==> config.mk <==
export PLATFORM = sky130hd
export DESIGN_NAME = pulse_wave_decoder
export DESIGN_NICKNAME = d
export VERILOG_FILES = /design/src/rtl/pulse_wave_decoder_pkg.sv /design/src/rtl/pulse_wave_decoder_sync_edge.sv /design/src/rtl/pulse_wave_decoder.sv
export SDC_FILE = /design/constraint.sdc
export NUM_CORES = 1
export LEC_CHECK = 0
export ABC_AREA = 1
export ABC_CLOCK_PERIOD_IN_PS = 3900
export BUFFER_PORTS_ARGS = -buffer_cell sky130_fd_sc_hd__buf_2
export CORE_MARGIN = 2
export CORE_UTILIZATION = 60
export DETAILED_ROUTE_END_ITERATION = 8
export HOLD_SLACK_MARGIN = 0.06
export PLACE_DENSITY = 0.93
export SLEW_MARGIN = 20
export SYNTH_ARGS = -nofsm -noshare
export SYNTH_HDL_FRONTEND = slang
export SYNTH_SLANG_ARGS = --single-unit
export TNS_END_PERCENT = 50
==> constraint.sdc <==
create_clock -name sysclk -period 3.9 [get_ports sysclk]
set_input_delay 0 -clock sysclk [delete_from_list [all_inputs] [get_ports sysclk]]
set_output_delay 0 -clock sysclk [all_outputs]
set_load 0.02 [all_outputs]
==> src/rtl/pulse_wave_decoder_pkg.sv <==
// pulse_wave_decoder_pkg: shared FSM state encodings for the pulse wave decoder
package pulse_wave_decoder_pkg;
  typedef enum logic [1:0] {
    IDLE  = 2'd0,
    HIGH  = 2'd1,
    LOW   = 2'd2,
    STUCK = 2'd3
  } state_e;
endpackage

==> src/rtl/pulse_wave_decoder_sync_edge.sv <==
// pulse_sync_edge: synchronizes an async pulse line and derives rise/fall strobes
//   clk_i   : sampling clock
//   rst_ni  : async active-low reset, clears all flops
//   pulse_i : asynchronous input line
//   s_o     : synchronized level
//   rise_o  : s_o went 0->1 this cycle
//   fall_o  : s_o went 1->0 this cycle
module pulse_sync_edge #(
  parameter int SYNC_STAGES = 2
) (
  input  logic clk_i,
  input  logic rst_ni,
  input  logic pulse_i,
  output logic s_o,
  output logic rise_o,
  output logic fall_o
);
  logic [SYNC_STAGES-1:0] sync_q;
  logic s_d_q;
  always_ff @(posedge clk_i or negedge rst_ni) begin
    if (!rst_ni) begin
      sync_q <= '0;
      s_d_q  <= 1'b0;
    end else begin
      sync_q <= {sync_q[SYNC_STAGES-2:0], pulse_i};
      s_d_q  <= sync_q[SYNC_STAGES-1];
    end
  end
  assign s_o    = sync_q[SYNC_STAGES-1];
  assign rise_o = s_o & ~s_d_q;
  assign fall_o = ~s_o & s_d_q;
endmodule

==> src/rtl/pulse_wave_decoder.sv <==
// pulse_wave_decoder: measures high-time and period of a 1-bit pulse waveform
//   sysclk       : system clock
//   reset        : async active-low reset
//   En           : enable; low forces idle and clears counters/flags
//   Pulse        : asynchronous waveform under measurement
//   Duty         : high-time of last complete period (sysclk cycles)
//   Period       : rise-to-rise length of last complete period
//   Sample_Valid : one-cycle strobe when Duty/Period update
//   Stuck_High   : no rise for TIMEOUT cycles, line high
//   Stuck_Low    : no rise for TIMEOUT cycles, line low
module pulse_wave_decoder
  import pulse_wave_decoder_pkg::*;
#(
  parameter int CNT_W       = 16,
  parameter int TIMEOUT     = 65535,
  parameter int SYNC_STAGES = 2
) (
  input  logic             sysclk,
  input  logic             reset,
  input  logic             En,
  input  logic             Pulse,
  output logic [CNT_W-1:0] Duty,
  output logic [CNT_W-1:0] Period,
  output logic             Sample_Valid,
  output logic             Stuck_High,
  output logic             Stuck_Low
);
  localparam logic [CNT_W-1:0] TMO = CNT_W'(TIMEOUT);
  localparam logic [CNT_W-1:0] ONE = CNT_W'(1);
  state_e state_q, state_d;
  logic [CNT_W-1:0] per_q, per_d, hi_q, hi_d, duty_q, duty_d, period_q, period_d;
  logic sv_q, sv_d, sh_q, sh_d, sl_q, sl_d;
  logic s, rise, fall;
  logic [CNT_W-1:0] per_inc, hi_inc;
  logic tmo;
  pulse_sync_edge #(.SYNC_STAGES(SYNC_STAGES)) u_sync (
    .clk_i  (sysclk),
    .rst_ni (reset),
    .pulse_i(Pulse),
    .s_o    (s),
    .rise_o (rise),
    .fall_o (fall)
  );
  // counters saturate at TIMEOUT; in IDLE per_q doubles as the idle counter
  assign per_inc = (per_q == TMO) ? per_q : per_q + ONE;
  assign hi_inc  = (hi_q == TMO) ? hi_q : hi_q + ONE;
  assign tmo     = per_q == TMO;
  always_comb begin
    state_d  = state_q;
    per_d    = per_q;
    hi_d     = hi_q;
    duty_d   = duty_q;
    period_d = period_q;
    sv_d     = 1'b0;
    if (!En) begin
      state_d = IDLE;
      per_d   = '0;
      hi_d    = '0;
    end else if (rise) begin
      // a rise always wins over a simultaneous timeout
      state_d = HIGH;
      per_d   = ONE;
      hi_d    = ONE;
      if (state_q == LOW) begin
        duty_d   = hi_q;
        period_d = per_q;
        sv_d     = 1'b1;
      end
    end else begin
      case (state_q)
        IDLE: begin
          per_d   = per_inc;
          state_d = tmo ? STUCK : IDLE;
        end
        HIGH: begin
          per_d   = per_inc;
          hi_d    = s ? hi_inc : hi_q;
          state_d = fall ? LOW : tmo ? STUCK : HIGH;
        end
        LOW: begin
          per_d   = per_inc;
          state_d = tmo ? STUCK : LOW;
        end
        STUCK: state_d = STUCK;
      endcase
    end
    // flags follow the line level for as long as we sit in STUCK
    sh_d = (state_d == STUCK) & s;
    sl_d = (state_d == STUCK) & ~s;
  end
  always_ff @(posedge sysclk or negedge reset) begin
    if (!reset) begin
      state_q  <= IDLE;
      per_q    <= '0;
      hi_q     <= '0;
      duty_q   <= '0;
      period_q <= '0;
      sv_q     <= 1'b0;
      sh_q     <= 1'b0;
      sl_q     <= 1'b0;
    end else begin
      state_q  <= state_d;
      per_q    <= per_d;
      hi_q     <= hi_d;
      duty_q   <= duty_d;
      period_q <= period_d;
      sv_q     <= sv_d;
      sh_q     <= sh_d;
      sl_q     <= sl_d;
    end
  end
  assign Duty         = duty_q;
  assign Period       = period_q;
  assign Sample_Valid = sv_q;
  assign Stuck_High   = sh_q;
  assign Stuck_Low    = sl_q;
endmodule
==> results of run 1 <==
## routing by layer
layer	routed length, µm	vias to the layer above	GRT usage
li1	-	1523	-
met1	3610	1490	0.367
met2	3670	162	0.404
met3	659	27	0.0516
met4	208	0	0.115
met5	0	-	0
## flip-flops by register name (all words and copies together) (netlist names)
register	cells
state_q	2
Stuck_High	1
Sample_Valid	1
Period	16
Duty	16
Stuck_Low	1
u_sync.s_d_q	1
u_sync.sync_q	2
hi_q	16
per_q	16
## cells in the mapped netlist (2+ instances only)
cell and count:
buf_6 3, nand3_1 28, nand2_1 127, nor3_1 6, xor2_1 3, o21ai_2 8
inv_1 50, nand2_4 2, nor3b_1 2, a21oi_1 7, o21ai_0 40, nor2_1 50
nand4_1 15, dfrtp_1 72, ha_1 2, inv_2 6, buf_4 2, nor2_4 3
nor2_2 5, nand3_2 6, o21ai_1 2, nand2_2 2, clkbuf_1 6
## worst max-delay path, delay by kind of cell (launching register included)
kind             cells  cell delay (ns)
flip-flops           1             0.43
AND/OR/NAND/NOR      2             1.10
AO/OA/AOI/OAI        1             0.52
## cell type report
cell class                      instances  area [µm²]  share of cell area
Clock buffer                           10         138              0.0341
Clock inverter                          4        22.5             0.00558
Inverter                               56         210              0.0521
Multi-Input combinational cell        314        1540               0.383
Sequential cell                        72        1800               0.447
Tap cell                               75        93.8              0.0233
Timing Repair Buffer                   42         225              0.0558
## worst paths after layout
path,slack (ns),cells past startpoint,endpoint
worst max-delay path,1.69,3,Period[2]
worst min-delay path,0.10,3,hi_q[8]
worst max register to register,1.69,3,Period[2]
worst min register to register,0.36,0,u_sync.sync_q[1]
max in group asynchronous,2.72,3,Period[7]
min in group asynchronous,0.17,2,hi_q[12]
## kinds of logic after synthesis
group,Yosys count,share of synthesized area
compound gates,58,0.0889
buf+inv,70,0.0834
fa+ha+maj,2,0.00686
xor+xnor,3,0.00721
flops,72,0.494
simple gates,251,0.319
## stage by stage
stage / total power, W / utilization / area (µm²) / hold WS, ns / std cells
after floorplan: 0.000834 / - / 3640 / -0.296 / 456
after global placement: 0.000859 / 0.655 / 3850 / 0.00884 / 557
after detailed placement: 0.000864 / 0.655 / 3850 / 0.0268 / 557
after CTS: 0.00136 / 0.686 / 4040 / 0.0848 / 573
after global routing: 0.00141 / 0.686 / 4040 / 0.102 / 573
final: 0.00136 / 0.686 / 4040 / 0.103 / 573
## power groups by stage
| stage | clock, W | sequential, W | combinational (W) |
|---|---|---|---|
| CTS | 0.000507 | 0.000768 | 0.0000836 |
| finish | 0.000506 | 0.000769 | 0.0000840 |
| global route | 0.000543 | 0.000770 | 0.0000943 |
| detailed placement | 0 | 0.000783 | 0.0000814 |
| global placement | 0 | 0.000782 | 0.0000779 |
| floorplan | 0 | 0.000784 | 0.0000501 |
## repair_timing
item,CTS,global route
hold endpoints to repair,25,0
buffers inserted,0,0
endpoints found under the setup margin,0,0
hold buffers,2,0
==> reports/qor.csv, run 1 <==
stage,metric,value,unit
routing,Iter 0 DRT Violations,300,
die,row cnt,28,
pwr,Power Internal,0.00102,W
timing,final worst path period need,2.21,ns
pwr,switching part of the total,0.252,
routing,DRC Markers,0,
die,die height,81.9,µm
pwr,combinational power share,0.062,
yosys,post-synth cell types,32,
routing,DR vias,3202,
routing,DR pass1 iterations,5,
hold_path,min-delay src,En,
yosys,Yosys top cell by area,dfrtp_1,
yosys,synthesis-stage register bit count,72,
grt,initial antenna violation count,0,
pwr,Psw,0.000342,W
pwr,Seq pwr share,0.566,
setup_path,CP Capture Type,flop,
final_layout,Final #Nets,501,
yosys,synth top area cells,"dfrtp_1 (49%), nand2_1 (13%), o21ai_0 (5.5%), inv_1 (5.1%), nor2_1 (5.1%)",
routing,wire per inst,14.2,µm
die,Die ar.,0.00671,mm²
die,# IOs,39,
pwr,VDD IR max,0.288,mV
setup_path,worst setup path category,reg2reg,
yosys,Mapped Area,0.00364,mm²
die,chip width,81.9,µm
timing,PnR worst setup slack,1.69,ns
grt,first-pass GRT wire length,13300,µm
clocking,Post-CTS Resized,0,
yosys,top cell type's share of synthesized area,0.494,
timing,skew final,0.00428,ns
setup_path,crit path cell chain,"nor2_4, nand3_2, o21ai_0",
final_layout,fill count,445,
die,Core Footprint,0.00589,mm²
run_status,status,"complete, no violations",
grt,overall routing resource usage,0.264,
place,I/O Buffers,38,
yosys,syn nets,462,
routing,Total Wirelength,8150,µm
setup_path,"Largest stage delay, worst path",0.81,ns
timing,RSZ-0062 raised after global routing,false,
setup_path,r2r startpoint,u_sync.s_d_q,
routing,Vias/cell,5.59,
setup_path,Worst Path Max Fanout,62,
place,GPL Wtd Cong,0.963,
final_layout,n_diodes,0,
final_layout,most frequent cells in the layout,"nand2_1 (127), dfrtp_1 (72), inv_1 (50), nor2_1 (50), o21ai_0 (40)",
timing,fmax,452,MHz
place,pre-CTS setup slack,1.72,ns
clocking,clk_lat worst skew,0.35,ns
yosys,YS warnings,0,
pwr,Clk pwr share,0.372,
timing,Fin. Hold Viols,0,
timing,Worst-Margin Slew,0.998,ns
timing,setup TNS,0,ns
grt,largest net degree at the start of global routing,63,
timing,fin. max-slew vios,0,
clocking,clk buf depth,2,
setup_path,critical path data required time,4.12,ns
pwr,Pwr Density,337,mW/mm²
timing,Setup-failing EPs final,0,
hold_path,worst min path class,in2reg,
yosys,Post-synth EDFFs,0,
final_layout,"commonest non-fill, non-tap cell in the layout",nand2_1,
final_layout,fraction of layout cells with a size suffix above 1,0.183,
setup_path,CP max stage cell,nand3_2,
clocking,clk slew on worst S/H paths,0.07,ns
timing,Tcrit/Tclk final,0.568,
setup_path,CP Launch Type,flop,
clocking,Sink Count,72,
yosys,Syn Area/Cell,7.99,µm²
yosys,ys async rst share,1.00,
grt,grt total ovfl,0,
yosys,sequential element share of the synthesized area,0.494,
clocking,CTS Buf Count,9,
final_layout,synthesis-to-finish area growth,10.7,%
job,max-cap violation count,0,
die,Initial Utilization,0.619,
pwr,LEAKAGE,1.99,nW
clocking,CTS H-tree depth,3,
setup_path,Critical Path AT,2.44,ns
place,HPWL Detailed,5580,µm
routing,final antenna-violating net count,0,
setup_path,Critical Path Source,u_sync.s_d_q,
yosys,Cells after Synth,456,
yosys,ys flop type,dfrtp_1,
timing,slew margin rel.,0.335,
grt,vias in the first global route,2885,
clocking,CTS tree,done,
clocking,CTS root buf,clkbuf_8,
No activity file was read; power rests on OpenSTA's default activity.
==> run 2: changes to the inputs <==
--- a/config.mk
+++ b/config.mk
@@ -6,13 +6,13 @@
 export NUM_CORES = 1
 export LEC_CHECK = 0
 export ABC_AREA = 1
-export ABC_CLOCK_PERIOD_IN_PS = 3900
+export ABC_CLOCK_PERIOD_IN_PS = 2000
 export BUFFER_PORTS_ARGS = -buffer_cell sky130_fd_sc_hd__buf_2
 export CORE_MARGIN = 2
-export CORE_UTILIZATION = 60
+export CORE_UTILIZATION = 53
 export DETAILED_ROUTE_END_ITERATION = 8
 export HOLD_SLACK_MARGIN = 0.06
-export PLACE_DENSITY = 0.93
+export PLACE_DENSITY = 0.88
 export SLEW_MARGIN = 20
 export SYNTH_ARGS = -nofsm -noshare
 export SYNTH_HDL_FRONTEND = slang
==> constraint.sdc (replaced) <==
create_clock -name sysclk -period 2 [get_ports sysclk]
set_input_delay 0 -clock sysclk [delete_from_list [all_inputs] [get_ports sysclk]]
set_output_delay 0 -clock sysclk [all_outputs]
set_load 0.02 [all_outputs]
==> reports/qor.csv, run 2 (synthesis results as in run 1) <==
stage,metric,value,unit,change
routing,Vias/cell,5.47,,-2.1%
setup_path,critical path data required time,2.23,ns,-1.89 ns
place,HPWL Detailed,5590,µm,+0.24%
place,GPL Wtd Cong,0.983,,+2.1%
job,max-cap violation count,0,,unchanged
timing,fmax,537,MHz,+19%
die,Die ar.,0.00756,mm²,+13%
final_layout,"commonest non-fill, non-tap cell in the layout",nand2_1,,
place,area of placed instances,0.00391,mm²,+1.5%
setup_path,CP Launch Type,flop,,
grt,first-pass GRT wire length,13800,µm,+3.2%
clocking,clk buf depth,2,,unchanged
setup_path,CP Capture Type,flop,,
place,dpl cells,567,,+1.8%
timing,skew final,0.00670,ns,+0.00243 ns
pwr,Clk pwr share,0.471,,+0.099
routing,Total Wirelength,8420,µm,+3.4%
setup_path,Critical Path AT,2.09,ns,-0.35 ns
die,# IOs,39,,unchanged
setup_path,r2r startpoint,hi_q[0],,
clocking,clk_lat worst skew,0.35,ns,about the same
clocking,Setup Buffers After CTS,0,,unchanged
grt,initial antenna violation count,0,,unchanged
pwr,VDD IR max,0.355,mV,+23%
timing,Fin. Hold Viols,0,,unchanged
clocking,CTS root buf,clkbuf_8,,
setup_path,worst setup path category,reg2reg,,
timing,RSZ-0062 raised after global routing,false,,
clocking,CTS tree,done,,
grt,grt total ovfl,0,,unchanged
die,Initial Utilization,0.542,,-0.0768
final_layout,Final #Nets,507,,+1.2%
timing,slew margin rel.,0.630,,+0.295
routing,DR vias,3207,,+0.16%
timing,Worst-Margin Slew,0.555,ns,-0.443 ns
pwr,LEAKAGE,2.08,nW,+4.2%
final_layout,fraction of layout cells with a size suffix above 1,0.194,,+0.0109
die,die height,86.9,µm,+6.1%
die,chip width,86.9,µm,+6.1%
routing,DR pass1 iterations,5,,unchanged
final_layout,most frequent cells in the layout,"nand2_1 (127), dfrtp_1 (72), inv_1 (50), nor2_1 (50), o21ai_0 (40)",,
final_layout,design area,0.00421,mm²,+4.2%
timing,final worst path period need,1.86,ns,-0.353 ns
routing,final antenna-violating net count,0,,unchanged
timing,Tcrit/Tclk final,0.931,,+0.363
clocking,CTS H-tree depth,3,,unchanged
timing,fin. max-slew vios,0,,unchanged
timing,Setup-failing EPs final,0,,unchanged
routing,DRC Markers,0,,unchanged
routing,Iter 0 DRT Violations,321,,+7.0%
pwr,Power Internal,0.00246,W,+140%
timing,setup TNS,0,ns,unchanged
routing,wire per inst,14.4,µm,+1.1%
clocking,Sink Count,72,,unchanged
die,row cnt,30,,+7.1%
clocking,clk slew on worst S/H paths,0.08,ns,about the same
final_layout,final std cells w/o fill,586,,+2.3%
grt,vias in the first global route,2946,,+2.1%
clocking,CTS Buf Count,9,,unchanged
setup_path,Critical Path Source,hi_q[0],,
final_layout,synthesis-to-finish area growth,15.4,%,
place,I/O Buffers,38,,unchanged
grt,largest net degree at the start of global routing,55,,-13%
setup_path,Worst Path Max Fanout,15,,-76%
hold_path,worst min path class,in2async,,
run_status,status,"complete, no violations",,
pwr,Seq pwr share,0.475,,-0.091
pwr,Pwr Density,750,mW/mm²,+120%
pwr,switching part of the total,0.221,,-0.0310
final_layout,n_diodes,0,,unchanged
die,Core Footprint,0.00672,mm²,+14%
pwr,Psw,0.000697,W,+100%
pwr,combinational power share,0.054,,-0.008
grt,overall routing resource usage,0.236,,-0.0279
[run 2: per-layer routing]
layer | GRT usage | share of wire | vias to the layer above
met1 | 0.314 | 0.45 | 1514
met5 | 0 | 0 | -
met3 | 0.0569 | 0.055 | 18
met2 | 0.380 | 0.48 | 133
met4 | 0.0795 | 0.020 | 0
li1 | - | - | 1542
[run 2: worst paths after layout]
| kind | endpoint | slack (ns) | cells after the start |
|---|---|---|---|
| worst max-delay path | hi_q[11] | 0.14 | 8 |
| worst min-delay path | Period[6] | 0.17 | 2 |
| worst max register to register | hi_q[11] | 0.14 | 8 |
| worst min register to register | u_sync.sync_q[1] | 0.37 | 0 |
| max in group asynchronous | hi_q[6] | 1.09 | 3 |
| min in group sysclk | u_sync.sync_q[0] | 0.29 | 2 |
[run 2: critical path: stages (launching register included)]
cell and delay (ns):
dfrtp_1 0.43, ha_1 0.22, nand3_1 0.15, nor2_1 0.25
nand3_4 0.14, nand2_4 0.16, inv_2 0.17, nand3_1 0.15
o21ai_2 0.06
[run 2: through the flow]
step,total power [W],setup WS [ns],hold slack [ns],util
2_1_floorplan,0.00163,0.487,-0.296,-
3_3_place_gp,0.00168,0.304,0.00926,0.582
3_5_place_dp,0.00169,0.172,0.0184,0.582
4_1_cts,0.00316,0.152,0.175,0.626
5_1_grt,0.00326,0.0112,0.217,0.626
6_report,0.00315,0.139,0.171,0.626
[run 2: timing repair]
| item | 4_1_cts | 5_1_grt |
|---|---|---|
| hold endpoints to repair | 25 | 0 |
| gates resized for setup | 0 | 0 |
| hold buffers | 3 | 0 |
[run 2: power by group through the flow]
stage	combinational, W	sequential, W	clock (W)
global route	0.000189	0.00150	0.00157
finish	0.000171	0.00150	0.00149
CTS	0.000170	0.00150	0.00150
detailed placement	0.000165	0.00152	0
floorplan	0.0000977	0.00153	0
global placement	0.000159	0.00152	0
[run 2: cell type report]
class / count / area [µm²]
Timing Repair Buffer: 48 / 285
Clock inverter: 4 / 98.8
Tap cell: 80 / 100
Clock buffer: 12 / 165
Multi-Input combinational cell: 314 / 1540
Sequential cell: 72 / 1800
Fill cell: 538 / 2510
Inverter: 56 / 210
